File: src/rtl/serial_deserializer.sv
// LSB-first serial-in/parallel-out receiver with a double-buffered valid/ready output.
// Optional even-parity frame bit enabled by defining SERIAL_DESER_PARITY_EN.
module serial_deserializer #(
  parameter int WIDTH = 8
) (
  input  logic             clk,
  input  logic             reset,
  input  logic             serial_in,
  input  logic             shift,
  output logic [WIDTH-1:0] data_out,
  output logic             out_valid,
  input  logic             out_ready,
  output logic             busy,
  output logic             overrun,
`ifdef SERIAL_DESER_PARITY_EN
  output logic             parity_err,
`endif
  output logic             state_dbg
);

`ifdef SERIAL_DESER_PARITY_EN
  localparam int FRAME_LEN = WIDTH + 1;
`else
  localparam int FRAME_LEN = WIDTH;
`endif
  localparam int CNT_W = $clog2(FRAME_LEN + 1);
  localparam logic [CNT_W-1:0] LAST_CNT = CNT_W'(FRAME_LEN - 1);

  typedef enum logic {IDLE = 1'b0, RECV = 1'b1} state_t;

  // Output handshake: data_out is transferred on any rising edge where
  // out_valid=1 and out_ready=1; out_ready has no effect while out_valid=0.
  state_t           state_q, state_d;
  logic [CNT_W-1:0] cnt_q, cnt_d;
  logic [WIDTH-1:0] sr_q, sr_d;
  logic [WIDTH-1:0] data_q, data_d;
  logic             valid_q, valid_d;
  logic             ovr_q, ovr_d;
  logic             busy_q;
  logic [WIDTH-1:0] sr_shifted;
  logic [WIDTH-1:0] word;
  logic             frame_done;
`ifdef SERIAL_DESER_PARITY_EN
  logic             perr_q, perr_d;
  logic             parity_bad;
`endif

  assign sr_shifted = {serial_in, sr_q[WIDTH-1:1]};

  always_comb begin
    state_d    = state_q;
    cnt_d      = cnt_q;
    sr_d       = sr_q;
    frame_done = 1'b0;
    if (shift) begin
      sr_d = sr_shifted;
      if (cnt_q == LAST_CNT) begin
        cnt_d      = '0;
        frame_done = 1'b1;
        state_d    = IDLE;
      end else begin
        cnt_d   = cnt_q + 1'b1;
        state_d = RECV;
      end
    end
  end

  // With parity the final bit is the parity bit, so the word is sr before it lands.
`ifdef SERIAL_DESER_PARITY_EN
  assign word       = sr_q;
  assign parity_bad = serial_in ^ (^sr_q);
`else
  assign word = sr_shifted;
`endif

  always_comb begin
    data_d  = data_q;
    valid_d = valid_q;
    ovr_d   = ovr_q;
`ifdef SERIAL_DESER_PARITY_EN
    perr_d  = perr_q;
`endif
    if (frame_done) begin
      if (!valid_q || out_ready) begin
        data_d  = word;
        valid_d = 1'b1;
`ifdef SERIAL_DESER_PARITY_EN
        perr_d  = parity_bad;
`endif
      end else begin
        ovr_d = 1'b1;
      end
    end else if (valid_q && out_ready) begin
      valid_d = 1'b0;
    end
  end

  always_ff @(posedge clk or posedge reset) begin
    if (reset) begin
      state_q <= IDLE;
      cnt_q   <= '0;
      sr_q    <= '0;
      data_q  <= '0;
      valid_q <= 1'b0;
      ovr_q   <= 1'b0;
      busy_q  <= 1'b0;
`ifdef SERIAL_DESER_PARITY_EN
      perr_q  <= 1'b0;
`endif
    end else begin
      state_q <= state_d;
      cnt_q   <= cnt_d;
      sr_q    <= sr_d;
      data_q  <= data_d;
      valid_q <= valid_d;
      ovr_q   <= ovr_d;
      busy_q  <= (cnt_d != '0);
`ifdef SERIAL_DESER_PARITY_EN
      perr_q  <= perr_d;
`endif
    end
  end

  assign data_out  = data_q;
  assign out_valid = valid_q;
  assign busy      = busy_q;
  assign overrun   = ovr_q;
  assign state_dbg = state_q;
`ifdef SERIAL_DESER_PARITY_EN
  assign parity_err = perr_q;
`endif

endmodule

File: config.mk
export PLATFORM = sky130hd
export DESIGN_NAME = serial_deserializer
export DESIGN_NICKNAME = d
export VERILOG_FILES = /design/src/rtl/serial_deserializer.sv
export SDC_FILE = /design/constraint.sdc
export NUM_CORES = 1
export LEC_CHECK = 0
export ABC_CLOCK_PERIOD_IN_PS = 2500
export CAP_MARGIN = 20
export CORE_ASPECT_RATIO = 0.8
export CORE_MARGIN = 2
export CORE_UTILIZATION = 45
export CTS_BUF_LIST = sky130_fd_sc_hd__clkbuf_4 sky130_fd_sc_hd__clkbuf_8
export DETAILED_ROUTE_END_ITERATION = 8
export DONT_BUFFER_PORTS = 1
export GPL_ROUTABILITY_DRIVEN = 1
export GPL_TIMING_DRIVEN = 0
export SYNTH_ARGS = -nofsm -noshare
export SYNTH_HDL_FRONTEND = slang
export SYNTH_SLANG_ARGS = --single-unit
File: constraint.sdc
create_clock -name clk -period 2.5 [get_ports clk]
set_clock_uncertainty 0.05 [all_clocks]
set_input_delay 0.25 -clock clk [delete_from_list [all_inputs] [get_ports clk]]
set_output_delay 0.25 -clock clk [all_outputs]
set_load 0.02 [all_outputs]
==> run metrics, run 1 <==
GRT Total Usage=between 10% and 20%; flops & latches, synth=23; fin crit period=approximately 1.7 ns; Core Footprint=approximately 0.0019 mm^2; number of I/O pins=17; clock latency on the worst-skew pair=approximately 0.31 ns; WHS=between 0.03 and 0.04 ns; via count=approximately 440; Mapped Cells=57; Synth cell types=18; clk root buf=clkbuf_4; unrepaired setup endpoints after global routing=no; initial antenna violation count=0; crit path kind=register to register; Residual DRC=0; most common cell after layout, fill and taps aside=dfrtp_1; Max Root-Sink Buffers=2; Net count, final=69; Slew @ Worst Pin=between 0.8 and 0.9 ns; vias in the first global route=494; GR Overflow Total=0; worst-path fanout max=8; Synth Area in Simple Gates=about 6.0%; worst hold stages=1; Die Wd=between 50 and 60 um; final hold vios=0; Post-Synth XOR/XNOR Area=under 10%; Initial DRC Count=1; port bufs=0; Total Power=about 0.0011 W; final cell utilization of the core=51.15%; multiplexer area fraction after synthesis=between 20% and 30%; Peak Freq=584.3 MHz; diode count=0; DP Wirelength=just over 800 um; Clock Pin Slew Worst Setup and Hold Paths=approximately 0.12 ns; Setup TNS=0 ns; WP data arrival=1.87 ns; # rows=14; commonest cells after routing, fill and taps aside=dfrtp_1, mux2_2, clkbuf_4; Final setup viols=0; Post-Syn Area=between 800 and 900 um^2; final period utilization=slightly below 70%; Seq/Total Area, Yosys=around two thirds; CTS tree=yes; critical path required time=2.66 ns; share of layout cells above drive strength 1=between 30% and 40%; CTS Buf Count=3; FF-to-FF path depth=5; Die Y=43.60 um; Via density=between 5 and 6; CP endpoint kind=register; Routed Antenna Nets=0; Initial Util=47.51%; status=finished, final reports clean; Finished Cell Area=approximately 950 um^2; Max-Cap Viols=0; maximum VDD drop=roughly 0.59 mV; hold crit path type=primary input to register; Max Slew Vio Count=0; Power Density=1180 mW/mm^2; clock sink count=23; syn_nets=63; synth warn=0; die area=between 0.002 and 0.0025 mm^2; relative slew slack=between 40% and 50%; DR WL/cell=roughly 14 um; first-pass GRT wire length=around 2200 um; synthesized area per cell=around 15 um^2; Pre-Repair DR Iteration Count=2; Compound-Gate Fraction of Synth Area=~1.7%; pin count of the biggest net entering global routing=24; Pleak=about 0.42 nW; RePlAce Congestion=about 0.69; CP Launch Type=register; Fill cells=185; # H-tree levels=1; area post-placement=about 900 um^2; largest family of logic cells by synthesized area=multiplexers; area grow syn2layout=7.660%; Post-Synth Adder-Cell Area=1.418%; final wirelength=~1200 um
[final timing paths]
kind                           start  slack [ns]           to
setup / recovery            cnt_q[0]        0.79  data_out[5]
hold / removal             serial_in        0.03  data_out[7]
setup reg to reg            cnt_q[0]        0.79  data_out[5]
hold reg to reg              sr_q[1]        0.47      sr_q[1]
max in group asynchronous      reset        1.38     cnt_q[1]
min in group asynchronous      reset        0.49     cnt_q[3]
[layer usage]
| metal | global-route usage, % | up-vias | wire, um |
|---|---|---|---|
| li1 | - | 206 | - |
| met1 | 18.35 | 214 | 644 |
| met2 | 19.01 | 14 | 491 |
| met3 | 6.897 | 2 | 80 |
| met4 | 6.154 | 0 | 11 |
| met5 | 0 | - | 0 |
[critical path: stages (launching register included)]
cell and delay (ns):
dfrtp_1 0.40, ha_1 0.20, nand4b_1 0.22, nor2b_1 0.15
buf_2 0.23, mux2_2 0.36
[cell families after synthesis]
family                     Yosys count
DFF                                 23
muxes                               17
and+or+nand+nor                      9
buffers and inverters                3
AOI/OAI and AO/OA                    2
xor gates and xnor gates             2
adders and majority gates            1
[cell type report]
cell class	count	area (um^2)	area share (%)
plain buffers	2	10.01	1.054
clock buffers	3	22.52	2.372
clock inverters	1	5.005	0.5270
inverters	1	3.754	0.3953
multi-input cells	31	292.8	30.83
flip-flops and latches	23	575.6	60.61
well taps	24	30.03	3.162
repair buffers	1	10.01	1.054
[metrics by stage]
step,std cells,setup slack (ns)
after floorplan,57,0.9734
after global placement,81,0.7987
after detailed placement,81,0.7772
after CTS,86,0.7627
after global routing,86,0.5910
final,86,0.7886
[synth_stat cells]
master	number	area share, %
dfrtp_1	23	65
mux2_2	16	20
buf_2	2	1.1
nand2_1	2	0.85
and2_1	1	0.71
ha_1	1	1.4
inv_1	1	0.43
mux2_4	1	1.7
nand2b_1	1	0.71
nand4_1	1	0.71
nand4b_1	1	0.99
nor2_1	1	0.43
nor2b_1	1	0.71
o21a_1	1	0.85
o21bai_1	1	0.85
or4_1	1	0.85
xnor2_1	1	0.99
xor2_1	1	0.99
[flip-flops by register name, indices dropped and copies added (netlist names)]
name and count:
data_out 8, state_dbg 1, overrun 1, cnt_q 4, out_valid 1, sr_q 7
busy 1
[power by group]
group          internal (W)  leakage, nW  switching [W]
registers          0.000519        0.274       0.000205
clock network     0.0000598       0.0177       0.000109
logic              0.000146        0.130      0.0000824
[what timing repair did]
item	in CTS	in global routing
hold endpoints to repair	23	0
buffers inserted	0	0
hold buffers	1	0
resized for setup	0	0
No activity file was read; power rests on OpenSTA's default activity.
==> run 2: changes to the inputs <==
--- a/config.mk
+++ b/config.mk
@@ -5,7 +5,7 @@
 export SDC_FILE = /design/constraint.sdc
 export NUM_CORES = 1
 export LEC_CHECK = 0
-export ABC_CLOCK_PERIOD_IN_PS = 2500
+export ABC_CLOCK_PERIOD_IN_PS = 1600
 export CAP_MARGIN = 20
 export CORE_ASPECT_RATIO = 0.8
 export CORE_MARGIN = 2
==> constraint.sdc (replaced) <==
create_clock -name clk -period 1.6 [get_ports clk]
set_clock_uncertainty 0.05 [all_clocks]
set_input_delay 0.16 -clock clk [delete_from_list [all_inputs] [get_ports clk]]
set_output_delay 0.16 -clock clk [all_outputs]
set_load 0.02 [all_outputs]
==> run 2 against run 1 <==
  * The run now ends with negative setup slack left
  * Register-to-register slack lost 0.80 ns
  * Sequential power up 56%
  * Largest power group unchanged
  * Cell area grew 7.5%
  * Largest cell class unchanged
  * Flip-flop and latch count did not move
  * Worst hold slack improved by 0.017 ns
  * Highest routed layer unchanged
==> run metrics, run 2 (synthesized netlist as in run 1, its figures left out) <==
status=finished, violations left; violated checks=negative setup slack; Setup WS post-layout=-0.01146 ns; Seq pwr share=around three fifths; # H-tree levels=1; Die Wd=53.50 um; area grow syn2layout=15.74%; # rows=14; Final setup viols=4; Core Footprint=0.001857 mm^2; WP data arrival=approximately 1.8 ns; CP endpoint kind=register; GRT Total Usage=13.96%; fin crit period=~1.6 ns; P_sw=between 0.0006 and 0.0007 W; Max-Cap Viols=0; Die Y=roughly 44 um; port bufs=0; number of I/O pins=17; Peak Freq=between 600 and 700 MHz; CTS tree=yes; Switching Fraction=about a third; Net count, final=74; crit path kind=register to register; DR WL/cell=between 10 and 15 um; Pleak=0.4558 nW; Initial DRC Count=7; Setup TNS=-0.03973 ns; via count=455; Total Power=0.001848 W; relative slew slack=41.74%; GR Overflow Total=0; final period utilization=100.7%; commonest cells after routing, fill and taps aside=dfrtp_1, mux2_2, mux2_4; share of layout cells above drive strength 1=40.30%; clock latency on the worst-skew pair=just over 0.3 ns; clk root buf=clkbuf_4; Initial Util=approximately 48%; pin count of the biggest net entering global routing=24; RePlAce Congestion=a little under 0.7; critical path required time=approximately 1.8 ns; hold crit path type=primary input to register; flop2flop setup slack=-0.01 ns; CTS Buf Count=3; first-pass GRT wire length=roughly 2200 um; Via density=approximately 5.0; Slew @ Worst Pin=0.8730 ns; die area=~0.0023 mm^2; Power Density=roughly 1800 mW/mm^2; worst-path fanout max=8; vias in the first global route=slightly above 500; CP Launch Type=register; combinational fraction of design power=24.2%; internal power=approximately 0.0012 W; Routed Antenna Nets=0; number of flip-flops in the largest register=8; final wirelength=roughly 1300 um; DP Wirelength=roughly 820 um; proportion of power drawn by the clock network=about 14%; diode count=0; final hold vios=0; maximum VDD drop=slightly above 0.9 mV; most common cell after layout, fill and taps aside=dfrtp_1; Residual DRC=0; unrepaired setup endpoints after global routing=yes; Clock Pin Slew Worst Setup and Hold Paths=about 0.13 ns; Max Slew Vio Count=0; Max Root-Sink Buffers=2; clock sink count=23; initial antenna violation count=0; Pre-Repair DR Iteration Count=2
[run 2: cell count changes in the layout (fill, tap and decap cells not counted), sizes merged]
cell / change
dlygate4sd3: +3
buf: +2
[run 2: what timing repair did]
| item | in CTS | in global routing |
|---|---|---|
| hold buffers | 3 | 1 |
| buffers inserted | 1 | 1 |
| gates resized for setup | 2 | 6 |
| endpoints found under the hold margin | 26 | 1 |
| endpoints found under the setup margin | 9 | 9 |
| pin swaps | 2 | 3 |
| cloned | 0 | 0 |
[run 2: worst paths after layout]
| check | cells past startpoint | startpoint | endpoint |
|---|---|---|---|
| min in group asynchronous | 2 | reset | data_out[2] |
| max in group asynchronous | 2 | reset | cnt_q[1] |
| worst max-delay path | 5 | cnt_q[0] | data_out[3] |
| worst min-delay path | 2 | shift | cnt_q[3] |
| worst max register to register | 5 | cnt_q[0] | data_out[3] |
| worst min register to register | 1 | sr_q[1] | sr_q[1] |
[run 2: layout make-up]
type / count / area [um^2]
clock inverter: 1 / 5.005
clock buffer: 3 / 22.52
fill: 172 / 835.8
buffer: 2 / 16.27
sequential: 23 / 575.6
multi-input combinational: 31 / 312.8
tap: 24 / 30.03
inverter: 1 / 3.754
timing repair buffer: 6 / 55.05
[run 2: power by group through the flow]
stage                     Combinational [W]  Clock, W  Sequential (W)
after floorplan                    0.000318         0         0.00111
after global placement             0.000353         0         0.00114
after detailed placement           0.000361         0         0.00115
after CTS                          0.000379  0.000281         0.00113
after global routing               0.000500  0.000312         0.00117
final                              0.000448  0.000266         0.00113
[run 2: through the flow]
stage / hold slack, ns / cell area (um^2) / std cells / setup slack (ns) / utilization, %
finish: 0.05065 / 1021 / 91 / -0.01146 / 54.99
global route: 0.01572 / 1021 / 91 / -0.1274 / 54.99
CTS: 0.01213 / 982.2 / 89 / -0.01053 / 52.90
detailed placement: 0.2179 / 912.1 / 81 / -0.1228 / 49.12
global placement: 0.2259 / 912.1 / 81 / -0.1013 / 49.12
floorplan: 0.1119 / 882.1 / 57 / 0.07343 / -
[run 2: critical path, cell delays in order (launching register included)]
cell and delay, ns:
dfrtp_1 0.40, ha_2 0.20, nand4b_1 0.17, nor2b_1 0.19, buf_6 0.17, mux2_2 0.34
[run 2: metal layers]
metal,wire length [um],GRT usage (%),up-vias
li1,-,-,214
met1,697,18.35,225
met2,551,19.51,14
met3,75,6.897,2
met4,10,6.154,0
met5,0,0,-
==> run 3: changes to the inputs <==
--- a/config.mk
+++ b/config.mk
@@ -5,7 +5,7 @@
 export SDC_FILE = /design/constraint.sdc
 export NUM_CORES = 1
 export LEC_CHECK = 0
-export ABC_CLOCK_PERIOD_IN_PS = 1600
+export ABC_AREA = 1
 export CAP_MARGIN = 20
 export CORE_ASPECT_RATIO = 0.8
 export CORE_MARGIN = 2
==> run 3 against run 2 <==
  * The flow now finishes without violations
  * Sequential power decreased by 7%
  * Maximum frequency rose by 16%
  * Worst setup slack better by 0.22 ns
  * Global-route usage up 1.7 points
  * Area after synthesis increased by 8.9%
  * Wire length up 24%
  * Critical path type unchanged
  * Critical endpoint is now data_out[6]
  * Largest power group unchanged
  * Highest routed layer unchanged
==> run metrics, run 3 <==
status=finished, final reports clean; Buf+Inv Stages, Crit Path=0; critical path required time=1.76 ns; Final setup viols=0; synthesized area per cell=8.981 um^2; number of I/O pins=17; CP top delay family=simple AND/OR/NAND/NOR gates; Pleak=about 0.56 nW; first-pass GRT wire length=~2900 um; r2r endpoint=data_out[6]; diode count=0; synth top area cells=dfrtp_1, nand2_1, nand3_1; Post-synth top cells=nand2_1, dfrtp_1, inv_1; RePlAce Congestion=roughly 0.74; port bufs=0; Die Wd=roughly 56 um; Setup TNS=0 ns; final hold vios=0; Synth top area share=59.90%; CP max stage cell=dfrtp_1; DR WL/cell=~12 um; clock sink count=23; flops & latches, synth=23; CTS Buf Count=3; Setup WS post-layout=between 0.2 and 0.25 ns; via count=between 600 and 700; largest area contributor in the netlist=dfrtp_1; GR Overflow Total=0; CP endpoint kind=register; WHS=about 0.0094 ns; Synth cell types=16; commonest cells after routing, fill and taps aside=nand2_1, dfrtp_1, inv_1; r2r startpoint=cnt_q[0]; area grow syn2layout=9.115%; WP data arrival=between 1.5 and 2 ns; pin count of the biggest net entering global routing=24; final period utilization=86.81%; final cell utilization of the core=53.93%; flop2flop setup slack=0.21 ns; CTS tree=yes; Post-synth ARST share=100.0%; Seq/Total Area, Yosys=59.90%; Power Density=about 1600 mW/mm^2; Slew @ Worst Pin=between 0.8 and 0.9 ns; Worst Hold Endpoint=sr_q[1]; Routed Antenna Nets=0; Synth Flop Type=dfrtp_1; Post-Syn Area=960.9 um^2; share of layout cells above drive strength 1=between 7 and 8%; CP Cell Sequence=ha_1 -> nand3_2 -> nor2_8 -> nand2_4 -> nand2_1 -> nand2_1; Post-CTS Resized=0; Worst path max stage delay=~0.40 ns; initial antenna violation count=0; Mapped Cells=approximately 110; maximum VDD drop=0.9437 mV; Post-synth EDFFs=0; worst-path fanout max=10; worst hold stages=3; DP Wirelength=between 1000 and 1500 um; clk root buf=clkbuf_4; hold crit path type=primary input to register; pre-CTS WS=around 0.21 ns; # H-tree levels=1; most common cell after layout, fill and taps aside=nand2_1; Initial DRC Count=15; most common cell in the synthesized netlist=nand2_1; CP Launch Type=register; GRT Total Usage=15.71%; Net count, final=between 100 and 150; Core Footprint=0.001944 mm^2; die area=0.002523 mm^2; crit path kind=register to register; unrepaired setup endpoints after global routing=no; hold path startpoint=shift; Max Root-Sink Buffers=2; Initial Util=around half; Pre-Repair DR Iteration Count=4; Residual DRC=0; final wirelength=between 1500 and 2000 um; vias in the first global route=between 600 and 700; Via density=4.928; clock latency on the worst-skew pair=a little over 0.3 ns; number of flip-flops in the largest register=8; relative slew slack=between 40 and 50%; synth warn=0; Die Y=~45 um; Max Slew Vio Count=0; FF-to-FF path depth=6; syn_nets=~110; # rows=14; cell mode on critical path=nand2_1; fin crit period=between 1 and 1.5 ns; Clock Pin Slew Worst Setup and Hold Paths=0.12 ns; Max-Cap Viols=0; Peak Freq=just over 700 MHz
[run 3: cell types whose count changed after synthesis, moves of 4 or more]
cell	previous run	this run
nand2_1	2	41
mux2_2	16	0
inv_1	1	12
nand3_1	0	10
o21ai_0	0	5
nor2_1	1	5
[run 3: cells by family (layout without fill, tap and decap cells)]
family | after synthesis | after routing | share of synthesized area, %
buffers and inverters | 15 | 22 | 6.249
and+or+nand+nor | 60 | 60 | 28.13
AOI/OAI and AO/OA | 8 | 8 | 4.427
DFF | 23 | 23 | 59.90
adders and majority gates | 1 | 1 | 1.302
[run 3: report_power, final]
part           internal (W)  switching, W  total (W)
Clock             0.0000934      0.000168   0.000261
Combinational      0.000139      0.000234   0.000372
Sequential         0.000762      0.000291    0.00105
Total              0.000994      0.000692    0.00169
[run 3: cell type report]
class | instances | area, um^2
Fill cell | 181 | 895.9
Sequential cell | 23 | 575.6
Multi-Input combinational cell | 69 | 325.3
Inverter | 13 | 48.80
Timing Repair Buffer | 3 | 30.03
Tap cell | 24 | 30.03
Clock buffer | 3 | 22.52
Buffer | 2 | 11.26
Clock inverter | 1 | 5.005
[run 3: repair_timing]
item | 4_1_cts | 5_1_grt
setup endpoints to repair | 0 | 0
hold endpoints to repair | 25 | 0
buffers inserted | 0 | 0
hold buffers | 3 | 0
[run 3: worst max path at each step]
| stage | start | to | slack, ns | depth (start not counted) |
|---|---|---|---|---|
| finish | cnt_q[0] | data_out[6] | 0.21 | 6 |
| global route | cnt_q[0] | data_out[6] | 0.1 | 6 |
| CTS | cnt_q[0] | data_out[6] | 0.19 | 6 |
| detailed placement | cnt_q[0] | data_out[6] | 0.21 | 6 |
| global placement | cnt_q[0] | data_out[7] | 0.24 | 6 |
| floorplan | cnt_q[0] | data_out[0] | 0.37 | 6 |
[run 3: per-layer routing]
metal	share of wire, %	GRT usage (%)	vias up
li1	-	-	343
met1	49	19.89	316
met3	5.6	6.590	2
met2	44	24.52	19
met4	1.1	5.854	0
met5	0	0	-
[run 3: metrics by stage]
stage	cells	total power [W]	cell area [um^2]
detailed placement	131	0.001434	991.0
floorplan	107	0.001339	960.9
CTS	138	0.001709	1049
global placement	131	0.001413	991.0
global route	138	0.001821	1049
finish	138	0.001686	1049
[run 3: worst register-to-register path, cell delays in order (launching register included)]
cell	delay (ns)
dfrtp_1	0.40
ha_1	0.25
nand3_2	0.16
nor2_8	0.20
nand2_4	0.11
nand2_1	0.08
nand2_1	0.05
